## src/rtl/load_wb_queue.sv

```systemverilog
// ============================================================================
// load_wb_queue
// ----------------------------------------------------------------------------
// Writeback-stage load tracker for the MIPS pipeline.
//
// Outstanding data-bus loads are recorded in an in-order circular queue when
// the memory stage issues them. Each dbus response pops the queue head. The
// returned word is aligned and extended, then captured in a one-entry result
// register. That register owns the single regfile write port ahead of the ALU.
//
// Build option:
//   UNALIGNED_LOAD_EN - when defined, LWL/LWR merge the response with the rt
//                       value captured at issue. When undefined, those
//                       opcodes act as LW and no rt storage is built.
//
// Ports:
//   clk, resetn        clock, asynchronous active-low reset
//   issue_*            load descriptor from the memory stage (valid/ready)
//   resp_valid/data    dbus data beat for the queue head
//   flush              kill every queued load (they still drain on response)
//   alu_valid/dst/data ALU writeback request; alu_ready = accepted this cycle
//   wr_en/reg/data     regfile write port
//   fwd_valid/reg/data forwarding view of the result register
//   pending            live queue occupancy
//   resp_err           sticky: a response arrived with nothing outstanding
// ============================================================================
module load_wb_queue #(
    parameter int DEPTH = 4,
    parameter int REG_W = 5,
    parameter int CNT_W = $clog2(DEPTH + 1)
) (
    input  logic             clk,
    input  logic             resetn,
    input  logic             issue_valid,
    output logic             issue_ready,
    input  logic [REG_W-1:0] issue_dst,
    input  logic [2:0]       issue_op,
    input  logic [1:0]       issue_off,
    input  logic [31:0]      issue_old,
    input  logic             issue_exc,
    input  logic             resp_valid,
    input  logic [31:0]      resp_data,
    input  logic             flush,
    input  logic             alu_valid,
    input  logic [REG_W-1:0] alu_dst,
    input  logic [31:0]      alu_data,
    output logic             alu_ready,
    output logic             wr_en,
    output logic [REG_W-1:0] wr_reg,
    output logic [31:0]      wr_data,
    output logic             fwd_valid,
    output logic [REG_W-1:0] fwd_reg,
    output logic [31:0]      fwd_data,
    output logic [CNT_W-1:0] pending,
    output logic             resp_err
);

    localparam int              PTR_W    = $clog2(DEPTH);
    localparam logic [CNT_W-1:0] FULL_CNT = CNT_W'(DEPTH);

    localparam logic [2:0] OP_LB  = 3'b000;
    localparam logic [2:0] OP_LBU = 3'b001;
    localparam logic [2:0] OP_LH  = 3'b010;
    localparam logic [2:0] OP_LHU = 3'b011;
`ifdef UNALIGNED_LOAD_EN
    localparam logic [2:0] OP_LWL = 3'b101;
    localparam logic [2:0] OP_LWR = 3'b110;
`endif

    // ------------------------------------------------------------------
    // Alignment helpers
    // ------------------------------------------------------------------
    // Sub-word select and extend. LW, 111 and (in the default build)
    // LWL/LWR fall through to the raw word.
    function automatic logic [31:0] f_align(input logic [2:0]  op,
                                            input logic [1:0]  off,
                                            input logic [31:0] data);
        logic [7:0]  v_byte;
        logic [15:0] v_half;
        logic [31:0] v_res;
        case (off)
            2'd0:    v_byte = data[7:0];
            2'd1:    v_byte = data[15:8];
            2'd2:    v_byte = data[23:16];
            2'd3:    v_byte = data[31:24];
            default: v_byte = data[7:0];
        endcase
        v_half = off[1] ? data[31:16] : data[15:0];
        case (op)
            OP_LB:   v_res = {{24{v_byte[7]}}, v_byte};
            OP_LBU:  v_res = {24'h00_0000, v_byte};
            OP_LH:   v_res = {{16{v_half[15]}}, v_half};
            OP_LHU:  v_res = {16'h0000, v_half};
            default: v_res = data;
        endcase
        return v_res;
    endfunction

`ifdef UNALIGNED_LOAD_EN
    // LWL: low (off+1) response bytes fill the top of the register.
    function automatic logic [31:0] f_lwl(input logic [1:0]  off,
                                          input logic [31:0] data,
                                          input logic [31:0] old);
        logic [31:0] v_res;
        case (off)
            2'd0:    v_res = {data[7:0],  old[23:0]};
            2'd1:    v_res = {data[15:0], old[15:0]};
            2'd2:    v_res = {data[23:0], old[7:0]};
            2'd3:    v_res = data;
            default: v_res = data;
        endcase
        return v_res;
    endfunction

    // LWR: response bytes from off upward fill the bottom of the register.
    function automatic logic [31:0] f_lwr(input logic [1:0]  off,
                                          input logic [31:0] data,
                                          input logic [31:0] old);
        logic [31:0] v_res;
        case (off)
            2'd0:    v_res = data;
            2'd1:    v_res = {old[31:24], data[31:8]};
            2'd2:    v_res = {old[31:16], data[31:16]};
            2'd3:    v_res = {old[31:8],  data[31:24]};
            default: v_res = data;
        endcase
        return v_res;
    endfunction
`endif

    // ------------------------------------------------------------------
    // State
    // ------------------------------------------------------------------
    logic [REG_W-1:0] r_q_dst [DEPTH];
    logic [2:0]       r_q_op  [DEPTH];
    logic [1:0]       r_q_off [DEPTH];
    logic [DEPTH-1:0] r_q_kill;
`ifdef UNALIGNED_LOAD_EN
    logic [31:0]      r_q_old [DEPTH];
`else
    logic             w_unused_old;
`endif
    logic [PTR_W-1:0] r_head;
    logic [PTR_W-1:0] r_tail;
    logic [CNT_W-1:0] r_count;
    logic             r_res_valid;
    logic [REG_W-1:0] r_res_reg;
    logic [31:0]      r_res_data;
    logic             r_resp_err;

    logic             w_push;
    logic             w_pop;
    logic [DEPTH-1:0] w_kill_next;
    logic [31:0]      w_res_data;
    logic             w_wr_sel;

`ifndef UNALIGNED_LOAD_EN
    assign w_unused_old = ^issue_old;
`endif

    // Readiness looks only at registered occupancy, so a same-cycle pop
    // never opens a slot for the issue presented in that cycle.
    assign issue_ready = (r_count != FULL_CNT);
    assign w_push      = issue_valid & issue_ready & ~issue_exc;
    assign w_pop       = resp_valid & (r_count != '0);

    // Kill-bit update: flush marks every slot (stale slots are cleared again
    // on enqueue), so a load enqueued in the flush cycle is killed as well.
    always_comb begin
        w_kill_next = r_q_kill;
        if (flush) begin
            w_kill_next = '1;
        end else if (w_push) begin
            w_kill_next[r_tail] = 1'b0;
        end else begin
            w_kill_next = r_q_kill;
        end
    end

    // Align/extend the response according to the head descriptor.
    always_comb begin
`ifdef UNALIGNED_LOAD_EN
        case (r_q_op[r_head])
            OP_LWL:  w_res_data = f_lwl(r_q_off[r_head], resp_data, r_q_old[r_head]);
            OP_LWR:  w_res_data = f_lwr(r_q_off[r_head], resp_data, r_q_old[r_head]);
            default: w_res_data = f_align(r_q_op[r_head], r_q_off[r_head], resp_data);
        endcase
`else
        w_res_data = f_align(r_q_op[r_head], r_q_off[r_head], resp_data);
`endif
    end

    // Descriptor storage written at the tail; kill bits tracked per slot.
    always_ff @(posedge clk or negedge resetn) begin
        if (!resetn) begin
            for (int i = 0; i < DEPTH; i++) begin
                r_q_dst[i] <= '0;
                r_q_op[i]  <= 3'b000;
                r_q_off[i] <= 2'b00;
`ifdef UNALIGNED_LOAD_EN
                r_q_old[i] <= 32'h0000_0000;
`endif
            end
            r_q_kill <= '0;
        end else begin
            if (w_push) begin
                r_q_dst[r_tail] <= issue_dst;
                r_q_op[r_tail]  <= issue_op;
                r_q_off[r_tail] <= issue_off;
`ifdef UNALIGNED_LOAD_EN
                r_q_old[r_tail] <= issue_old;
`endif
            end
            r_q_kill <= w_kill_next;
        end
    end

    // Head/tail pointers (natural wrap, DEPTH is a power of two) and occupancy.
    always_ff @(posedge clk or negedge resetn) begin
        if (!resetn) begin
            r_head  <= '0;
            r_tail  <= '0;
            r_count <= '0;
        end else begin
            if (w_push) begin
                r_tail <= r_tail + PTR_W'(1);
            end
            if (w_pop) begin
                r_head <= r_head + PTR_W'(1);
            end
            case ({w_push, w_pop})
                2'b10:   r_count <= r_count + CNT_W'(1);
                2'b01:   r_count <= r_count - CNT_W'(1);
                default: r_count <= r_count;
            endcase
        end
    end

    // Result register: loaded on every pop, otherwise emptied because a
    // valid result always wins the write port in the cycle it is held.
    // A flush coinciding with the pop kills the popping entry too.
    always_ff @(posedge clk or negedge resetn) begin
        if (!resetn) begin
            r_res_valid <= 1'b0;
            r_res_reg   <= '0;
            r_res_data  <= 32'h0000_0000;
        end else if (w_pop) begin
            r_res_valid <= ~r_q_kill[r_head] & ~flush;
            r_res_reg   <= r_q_dst[r_head];
            r_res_data  <= w_res_data;
        end else begin
            r_res_valid <= 1'b0;
        end
    end

    // Sticky error for a response with no outstanding load.
    always_ff @(posedge clk or negedge resetn) begin
        if (!resetn) begin
            r_resp_err <= 1'b0;
        end else if (resp_valid && (r_count == '0)) begin
            r_resp_err <= 1'b1;
        end else begin
            r_resp_err <= r_resp_err;
        end
    end

    // Write-port arbitration: load result first, ALU otherwise.
    always_comb begin
        w_wr_sel  = 1'b0;
        wr_reg    = '0;
        wr_data   = 32'h0000_0000;
        alu_ready = 1'b0;
        if (r_res_valid) begin
            w_wr_sel = 1'b1;
            wr_reg   = r_res_reg;
            wr_data  = r_res_data;
        end else begin
            alu_ready = 1'b1;
            if (alu_valid) begin
                w_wr_sel = 1'b1;
                wr_reg   = alu_dst;
                wr_data  = alu_data;
            end else begin
                w_wr_sel = 1'b0;
            end
        end
    end

    // r0 is hardwired: the winner is consumed but no write is issued.
    assign wr_en     = w_wr_sel & (wr_reg != '0);

    assign fwd_valid = r_res_valid & (r_res_reg != '0);
    assign fwd_reg   = r_res_reg;
    assign fwd_data  = r_res_data;
    assign pending   = r_count;
    assign resp_err  = r_resp_err;

endmodule
```

## config.mk

```make
export PLATFORM = sky130hd
export DESIGN_NAME = load_wb_queue
export DESIGN_NICKNAME = d
export VERILOG_FILES = /design/src/rtl/load_wb_queue.sv
export SDC_FILE = /design/constraint.sdc
export NUM_CORES = 1
export LEC_CHECK = 0
export BUFFER_PORTS_ARGS = -buffer_cell sky130_fd_sc_hd__buf_2
export CAP_MARGIN = 30
export CORE_ASPECT_RATIO = 1.25
export CORE_MARGIN = 5
export CORE_UTILIZATION = 35
export CTS_CLUSTER_SIZE = 16
export DETAILED_ROUTE_END_ITERATION = 10
export GPL_ROUTABILITY_DRIVEN = 1
export PLACE_DENSITY = 0.67
export SETUP_SLACK_MARGIN = 0.05
export SLEW_MARGIN = 5
export SYNTH_ARGS = -nofsm -noshare
export SYNTH_HDL_FRONTEND = slang
export SYNTH_SLANG_ARGS = --single-unit
```

## constraint.sdc

```tcl
create_clock -name clk -period 3.3 [get_ports clk]
set_clock_uncertainty 0.1 [all_clocks]
set_input_delay 0.165 -clock clk [delete_from_list [all_inputs] [get_ports clk]]
set_output_delay 0.165 -clock clk [all_outputs]
set_load 0.02 [all_outputs]
```

==> results.yml, run 1 <==
run_status:
  status: "complete, no violations"
sta:
  slew_viol_final: 0
  relSlewSlack_pct: 57.0
  min_period_ns: 2.65
  holdWs_ns: 0.0105
  period_share_pct: 80.2
  timing_hold_violations_final: 0
  fmax_mhz: 378
  rsz0062_at_grt: "false"
  setup_viol: 0
  fin_setup_tns_ns: 0
  tightestPinTransition_ns: 0.645
final_layout:
  diodes: 0
  syn2layout_area_growth_pct: 31.1
  largest_reg_flops: 32
  layout.nets: 724
  nFillCells: 1271
  drive_gt1_share_pct: 44.3
floorplan:
  die_h_um: 142
  io_pins: 200
  die_w_um: 116
  rows: 48
  dieArea_um2: 16500
  start_util_pct: 35.5
  core_area_um2: 13800
global_route:
  antenna_found_initial: 0
  grt_max_degree: 57
  grt_use_total_pct: 17.6
  gr-total-overflow: 0
  grt_pass1_vias: 4457
  grt_pass1_wl_mm: 22.9
synthesis:
  synth_fa_ha_area_share_pct: 1.68
  synth-simple-area-share_pct: 8.37
  ys_seq_elements: 90
  yosysWarnings: 0
  synth_common_cells: "dfrtp_1 (90), nand2_1 (43), mux2_2 (41)"
  yosys-top-cells-area: "dfrtp_1 (46%), mux2_2 (9.4%), a22o_1 (6.4%)"
  syn_nets: 547
  netlist_instances: 423
  netlist.area_leader.share_pct: 45.9
  async_flop_share_pct: 100
  yosysTopAreaCell: "dfrtp_1"
  synth_top_family_by_area: "compound AO/OA/AOI/OAI gates"
  yosysMostFrequentCell: "dfrtp_1"
  synthXorXnorAreaFrac_pct: 1.07
  yosysUniqueCellTypes: 40
  yosysSeqAreaShare_pct: 45.9
  synth-edff-count: 0
  synth_mux_area_share_pct: 18.9
  avgSynthCellArea_um2: 11.6
  post_synth_instance_area_um2: 4910
  synth_compound_area_share_pct: 19.2
  synthFlopType: "dfrtp_1"
clock_tree:
  ctsRootBufferMaster: "clkbuf_16"
  htree_levels: 3
  clockBufferDepth: 2
  cts_made_buffers: 9
  post-cts-setup-buffers: 0
  cts-resized-gates: 0
  path_clk_slew_ns: 0.07
  clock-sinks: 90
  cts_tree: "done"
  clock_latency_ns: 0.34
route:
  antenna_left: 0
  drt_iter0_drc: 284
  routed_wl_mm: 14.3
  drt_first_pass_iters: 4
  via_per_inst: 5.38
  via_count: 4197
  wl_per_cell_um: 18.4
  drcViolationCount: 0
critical_path:
  slowest_delay_ns: 0.73
  critPathTopFamily: "multiplexers"
  cp_data_required_time_ns: 3.38
  crit_path_start_kind: "flip-flop"
  path_cells: "mux4_2, mux2i_2, o21ai_2, a21oi_4, a221oi_1"
  crit_type: "reg -> reg"
  path_buf_inv: 0
  path_max_fanout: 16
  critPathArrivalTime_ns: 2.73
  setup.worst_path.end_class: "flip-flop"
  cp_slowest_cell: "mux4_2"
placement:
  post-dp-hpwl_mm: 10.6
  port_buffers: 167
  gp_congestion: 0.827
power_and_ir_drop:
  power_leakage_nw: 3.07
  p_per_area_nw_per_um2: 1020
  p_total_mw: 6.55
  ir_drop_mv: 0.413
worst_hold_path:
  hold_class: "in -> reg"
job:
  cap_viol_max_count: 0
-- kinds of logic after synthesis --
| group | after synthesis |
|---|---|
| adder cells (fa/ha/maj) | 6 |
| buffers and inverters | 50 |
| AND/OR/NAND/NOR | 96 |
| AO/OA/AOI/OAI | 103 |
| flip-flops | 90 |
| multiplexers | 72 |
| XOR/XNOR | 6 |
-- final timing paths --
kind                                       endpoint  cells after the start                  start  slack [ns]
setup / recovery           fwd_data[31]$_DFFE_PN0P_                      5  r_head[0]$_DFFE_PN0P_        0.65
hold / removal              r_q_dst[19]$_DFFE_PN0P_                      2           issue_dst[4]        0.01
setup reg to reg           fwd_data[31]$_DFFE_PN0P_                      5  r_head[0]$_DFFE_PN0P_        0.65
hold reg to reg                resp_err$_DFFE_PN0P_                      1   resp_err$_DFFE_PN0P_        0.35
max in group asynchronous    r_q_off[2]$_DFFE_PN0P_                      3                 resetn        2.05
min in group asynchronous  fwd_data[27]$_DFFE_PN0P_                      2                 resetn        0.29
-- power breakdown --
group / switching (mW) / total, mW / internal (mW)
Sequential: 0.411 / 2.07 / 1.66
Clock: 0.472 / 1.08 / 0.609
Combinational: 1.91 / 3.40 / 1.48
Total: 2.80 / 6.55 / 3.75
-- metal layers --
metal  global-route usage (%)  up-vias  wire [um]
met1                     19.9     2066       5430
li1                         -     1938          -
met4                     7.39        0        442
met2                     31.7      164       7470
met3                     3.57       29        994
met5                        0        -          0
-- layout by cell type, fill, tap and decap left out, drive strengths merged, types with 2 or more instances in the layout --
cell	synthesis	layout
mux2i	20	20
nand2	43	43
a21oi	3	3
xor2	2	2
a2111oi	8	8
and3	2	2
clkbuf	21	9
o21ai	19	19
nand2b	2	2
dfrtp	90	90
a221oi	23	23
clkinv	0	3
mux4	11	11
nand3	4	4
a22o	36	36
nor3	13	13
ha	5	5
o22ai	7	7
nor2	28	28
xnor2	4	4
buf	14	177
inv	15	18
a21o	5	5
dlygate4sd3	0	24
mux2	41	41
-- stage by stage --
step,setup WS (ns),cells,area [um2],util [%]
2_1_floorplan,0.803,423,4910,-
3_3_place_gp,0.720,740,5870,42.5
3_5_place_dp,0.645,740,5870,42.5
4_1_cts,0.636,780,6430,46.6
5_1_grt,0.493,780,6430,46.6
6_report,0.652,780,6430,46.6
-- worst reg2reg max path, delay by kind of cell, from the launching register on --
family / cells / cell delay [ns]
AOI/OAI and AO/OA: 3 / 0.84
DFF: 1 / 0.44
muxes: 2 / 1.10
-- what timing repair did --
| item | in CTS | in global routing |
|---|---|---|
| hold endpoints to repair | 92 | 0 |
| setup endpoints to repair | 0 | 0 |
| hold buffers | 24 | 0 |
-- cell type report --
class | instances | area (um2) | area share [%]
Multi-Input combinational cell | 283 | 2430 | 37.8
Clock buffer | 9 | 225 | 3.50
Timing Repair Buffer | 201 | 1150 | 17.9
Tap cell | 175 | 219 | 3.40
Sequential cell | 90 | 2250 | 35.0
Clock inverter | 7 | 95.1 | 1.48
Inverter | 15 | 56.3 | 0.875
(Power assumes the default switching activity.)
==> inputs of run 2 (changes only) <==
==> constraint.sdc (replaced) <==
create_clock -name clk -period 2.6 [get_ports clk]
set_clock_uncertainty 0.1 [all_clocks]
set_input_delay 0.13 -clock clk [delete_from_list [all_inputs] [get_ports clk]]
set_output_delay 0.13 -clock clk [all_outputs]
set_load 0.02 [all_outputs]
==> results.yml, run 2 (same netlist as run 1, synthesis figures left out) <==
route:
  antenna_left: 0
  wl_per_cell_um: 18.3
  via_per_inst: 5.35
  via_count: 4271
  drt_iter0_drc: 267
  drt_first_pass_iters: 4
  routed_wl_mm: 14.6
  highest_layer: "met4"
  wl_met1_mm: 5.54
  drcViolationCount: 0
  route.met3.wl_um: 961
  dr_wl_met2_mm: 7.80
global_route:
  gr-total-overflow: 0
  antenna_found_initial: 0
  grt_pass1_wl_mm: 23.3
  grt_use_total_pct: 17.9
  grt_max_degree: 42
  grt_pass1_vias: 4550
clock_tree:
  cts_tree: "done"
  clockBufferDepth: 2
  clock_latency_ns: 0.34
  clock-sinks: 90
  ctsRootBufferMaster: "clkbuf_16"
  cts_made_buffers: 9
  path_clk_slew_ns: 0.07
  htree_levels: 3
floorplan:
  die_w_um: 116
  start_util_pct: 35.5
  die_h_um: 142
  core_area_um2: 13800
  dieArea_um2: 16500
  rows: 48
  io_pins: 200
placement:
  pre_cts_ws_ns: 0.102
  dp_cells: 744
  gp_congestion: 0.843
  port_buffers: 167
  post-dp-hpwl_mm: 10.9
final_layout:
  nFillCells: 1239
  layout.nets: 742
  seq_area_um2: 2250
  syn2layout_area_growth_pct: 34.4
  multi_input_area_um2: 2430
  drive_gt1_share_pct: 44.0
  largest_reg_flops: 32
  layout.cells.non_filler: 798
  diodes: 0
  final_cell_mix: "buf_2 (166), dfrtp_1 (90), nand2_1 (43)"
  final_common_cell: "buf_2"
critical_path:
  rr_worst_depth: 5
  cp_data_required_time_ns: 2.71
  reg2reg_slack_ns: 0.20
  critPathArrivalTime_ns: 2.52
  slowest_delay_ns: 0.57
  crit_path_start_kind: "flip-flop"
  setup.worst_path.end_class: "flip-flop"
  crit_type: "reg -> reg"
  cp_slowest_cell: "mux4_2"
  r2r-end: "fwd_data[12]$_DFFE_PN0P_"
  path_max_fanout: 11
  r2r-start: "r_head[0]$_DFFE_PN0P_"
  path_cells: "buf_4, mux4_2, or3b_1, o311a_2, a2111oi_2"
sta:
  fin_setup_tns_ns: 0
  rsz0062_at_grt: "false"
  timing_hold_violations_final: 0
  min_period_ns: 2.40
  fmax_mhz: 416
  tightestPinTransition_ns: 0.584
  layout_setup_ws_ns: 0.195
  relSlewSlack_pct: 61.0
  setup_viol: 0
  period_share_pct: 92.5
  slew_viol_final: 0
  holdWs_ns: 0.0117
power_and_ir_drop:
  p_int_mw: 4.78
  p_per_area_nw_per_um2: 1270
  power_leakage_nw: 3.15
  p_seq_share_pct: 31.5
  p_total_mw: 8.38
  ir_drop_mv: 0.594
  p_sw_mw: 3.60
  switching_share_pct: 43.0
  p_comb_share_pct: 53.1
  p_clk_share_pct: 15.4
worst_hold_path:
  min_path_cells: 3
  holdCritStartpoint: "resp_data[25]"
  hold_path_end: "fwd_data[25]$_DFFE_PN0P_"
  hold_class: "in -> reg"
run_status:
  status: "complete, no violations"
job:
  cap_viol_max_count: 0
## run 2: power groups by stage
| stage | Sequential, mW | Clock [mW] | Combinational (mW) |
|---|---|---|---|
| final | 2.64 | 1.29 | 4.45 |
| after global routing | 2.74 | 1.39 | 4.85 |
| after CTS | 2.64 | 1.34 | 4.44 |
| after detailed placement | 2.67 | 0 | 4.38 |
| after global placement | 2.61 | 0 | 4.25 |
| after floorplan | 2.88 | 0 | 2.99 |
## run 2: worst max path at each step
stage                                 startpoint                  endpoint  depth (start not counted)
after floorplan           pending[2]$_DFFE_PN0P_    pending[2]$_DFFE_PN0P_                         10
after global placement     r_head[0]$_DFFE_PN0P_  fwd_data[17]$_DFFE_PN0P_                          5
after detailed placement   r_head[0]$_DFFE_PN0P_   fwd_data[1]$_DFFE_PN0P_                          6
after CTS                  r_head[0]$_DFFE_PN0P_   fwd_data[5]$_DFFE_PN0P_                          6
after global routing       r_head[0]$_DFFE_PN0P_  fwd_data[18]$_DFFE_PN0P_                          5
final                      r_head[0]$_DFFE_PN0P_  fwd_data[12]$_DFFE_PN0P_                          5
## run 2: per-stage QoR
step           instance area, um2  utilization [%]
2_1_floorplan                4910                -
4_1_cts                      6570             47.5
5_1_grt                      6590             47.7
3_3_place_gp                 5900             42.7
3_5_place_dp                 5900             42.7
6_report                     6590             47.7
## run 2: timing repair
item / in CTS / in global routing
hold buffers: 36 / 0
buffers inserted: 0 / 2
gates resized for setup: 0 / 0
endpoints found under the setup margin: 0 / 13
endpoints found under the hold margin: 107 / 0
## run 2: layout make-up
class / count / area share (%)
Clock buffer: 9 / 3.42
Clock inverter: 7 / 1.20
Inverter: 15 / 0.854
Multi-Input combinational cell: 283 / 36.9
Sequential cell: 90 / 34.2
Tap cell: 175 / 3.32
Timing Repair Buffer: 219 / 20.2
## run 2: layer usage
metal	vias up	GRT usage, %
met3	26	3.79
li1	1966	-
met1	2126	20.6
met2	153	32.2
met4	0	6.60
met5	-	0
## run 2: critical path: cells and delay by family (launching register included)
kind | cells | cell delay, ns
AO/OA/AOI/OAI | 2 | 0.50
buffers and inverters | 1 | 0.28
flip-flops | 1 | 0.46
multiplexers | 1 | 0.57
AND/OR/NAND/NOR | 1 | 0.37
==> inputs of run 3 (changes only) <==
--- a/config.mk
+++ b/config.mk
@@ -9,11 +9,11 @@
 export CAP_MARGIN = 30
 export CORE_ASPECT_RATIO = 1.25
 export CORE_MARGIN = 5
-export CORE_UTILIZATION = 35
+export CORE_UTILIZATION = 49
 export CTS_CLUSTER_SIZE = 16
 export DETAILED_ROUTE_END_ITERATION = 10
 export GPL_ROUTABILITY_DRIVEN = 1
-export PLACE_DENSITY = 0.67
+export PLACE_DENSITY = 0.87
 export SETUP_SLACK_MARGIN = 0.05
 export SLEW_MARGIN = 5
 export SYNTH_ARGS = -nofsm -noshare
==> results.yml, run 3 (same netlist as run 1, synthesis figures left out) <==
clock_tree:
  clock-sinks: 90
  clock_latency_ns: 0.34
  clockBufferDepth: 2
  cts_tree: "done"
  path_clk_slew_ns: 0.06
  ctsRootBufferMaster: "clkbuf_16"
  cts_made_buffers: 9
  htree_levels: 3
route:
  route.met3.wl_mm: 1.28
  via_count: 4461
  dr_wl_met2_mm: 7.49
  wl_met1_mm: 5.21
  via_per_inst: 5.98
  drt_first_pass_iters: 5
  wl_per_cell_um: 19.8
  highest_layer: "met5"
  drt_iter0_drc: 286
  drcViolationCount: 0
  routed_wl_mm: 14.8
  antenna_left: 0
global_route:
  antenna_found_initial: 1
  grt_pass1_wl_mm: 23.4
  gr-total-overflow: 0
  grt_pass1_vias: 4597
  grt_use_total_pct: 24.5
  grt_max_degree: 60
final_layout:
  layout.cells.non_filler: 746
  layout.nets: 739
  final_cell_mix: "buf_2 (166), dfrtp_1 (89), nand2_1 (43)"
  nFillCells: 705
  largest_reg_flops: 32
  final_common_cell: "buf_2"
  drive_gt1_share_pct: 44.0
  multi_input_area_um2: 2430
  diodes: 0
  seq_area_um2: 2250
  syn2layout_area_growth_pct: 32.4
sta:
  setup_viol: 0
  fmax_mhz: 420
  slew_viol_final: 0
  period_share_pct: 91.6
  timing_hold_violations_final: 0
  fin_setup_tns_ns: 0
  min_period_ns: 2.38
  layout_setup_ws_ns: 0.218
  rsz0062_at_grt: "false"
  tightestPinTransition_ns: 0.762
  relSlewSlack_pct: 49.2
run_status:
  status: "complete, no violations"
power_and_ir_drop:
  ir_drop_mv: 0.559
  p_total_mw: 8.45
  power_leakage_nw: 3.13
  p_per_area_nw_per_um2: 1300
critical_path:
  critPathArrivalTime_ns: 2.50
  crit_path_start_kind: "flip-flop"
  path_max_fanout: 16
  setup.worst_path.end_class: "flip-flop"
  crit_type: "reg -> reg"
  cp_data_required_time_ns: 2.72
placement:
  dp_cells: 696
  port_buffers: 167
  gp_congestion: 0.906
  post-dp-hpwl_mm: 10.5
  pre_cts_ws_ns: 0.204
floorplan:
  die_w_um: 99.5
  io_pins: 200
  core_area_um2: 9710
  die_h_um: 122
  start_util_pct: 50.5
  rows: 40
  dieArea_um2: 12100
job:
  cap_viol_max_count: 0
worst_hold_path:
  hold_class: "in -> reg"
[run 3: cell types whose count changed in the layout (fill, tap and decap cells not counted), sizes merged]
cell,change
inv,-4
dlygate4sd3,-3
clkbuf,+3
clkinv,-1
clkinvlp,+1
bufinv,+1
[run 3: stage by stage]
stage	utilization [%]	cell area, um2	hold WS, ns
finish	66.9	6500	0.0156
floorplan	-	4910	-0.266
detailed placement	60.4	5860	0.144
global route	66.9	6500	0.0246
CTS	66.8	6490	0.000915
global placement	60.4	5860	0.137
[run 3: final timing paths]
kind	from	endpoint	slack, ns	cells past startpoint
min in group asynchronous	resetn	fwd_data[21]$_DFFE_PN0P_	0.32	2
max reg2reg	r_head[0]$_DFFE_PN0P_	fwd_data[18]$_DFFE_PN0P_	0.22	6
max in group asynchronous	resetn	r_head[1]$_DFFE_PN0P_	1.42	3
max	r_head[0]$_DFFE_PN0P_	fwd_data[18]$_DFFE_PN0P_	0.22	6
min reg2reg	resp_err$_DFFE_PN0P_	resp_err$_DFFE_PN0P_	0.36	1
min	resp_data[20]	fwd_data[20]$_DFFE_PN0P_	0.02	3
[run 3: final cells by class]
| type | count | area share (%) |
|---|---|---|
| clock inverter | 4 | 0.790 |
| multi-input combinational | 283 | 37.4 |
| inverter | 15 | 0.867 |
| clock buffer | 12 | 3.79 |
| sequential | 90 | 34.7 |
| timing repair buffer | 216 | 20.0 |
| tap | 126 | 2.43 |
[run 3: power by group]
| part | internal [mW] | switching [mW] |
|---|---|---|
| sequential | 2.11 | 0.563 |
| clock | 0.772 | 0.523 |
| combinational | 1.97 | 2.51 |
[run 3: worst max-delay path, cell delays in order (launching register included)]
cell	delay (ns)
dfrtp_1	0.43
buf_4	0.20
mux4_1	0.69
o21ai_2	0.23
a21oi_4	0.07
buf_4	0.22
a221oi_1	0.33
[run 3: routing by layer]
metal	up-vias	global-route usage [%]
met1	2168	26.8
met4	2	12.5
met5	-	0
met2	271	43.7
met3	65	6.30
li1	1955	-
[run 3: what timing repair did]
action	in CTS	in global routing
setup endpoints to repair	0	7
endpoints found under the hold margin	120	0
buffers inserted	0	1
hold buffers	33	0
gates resized for setup	0	1
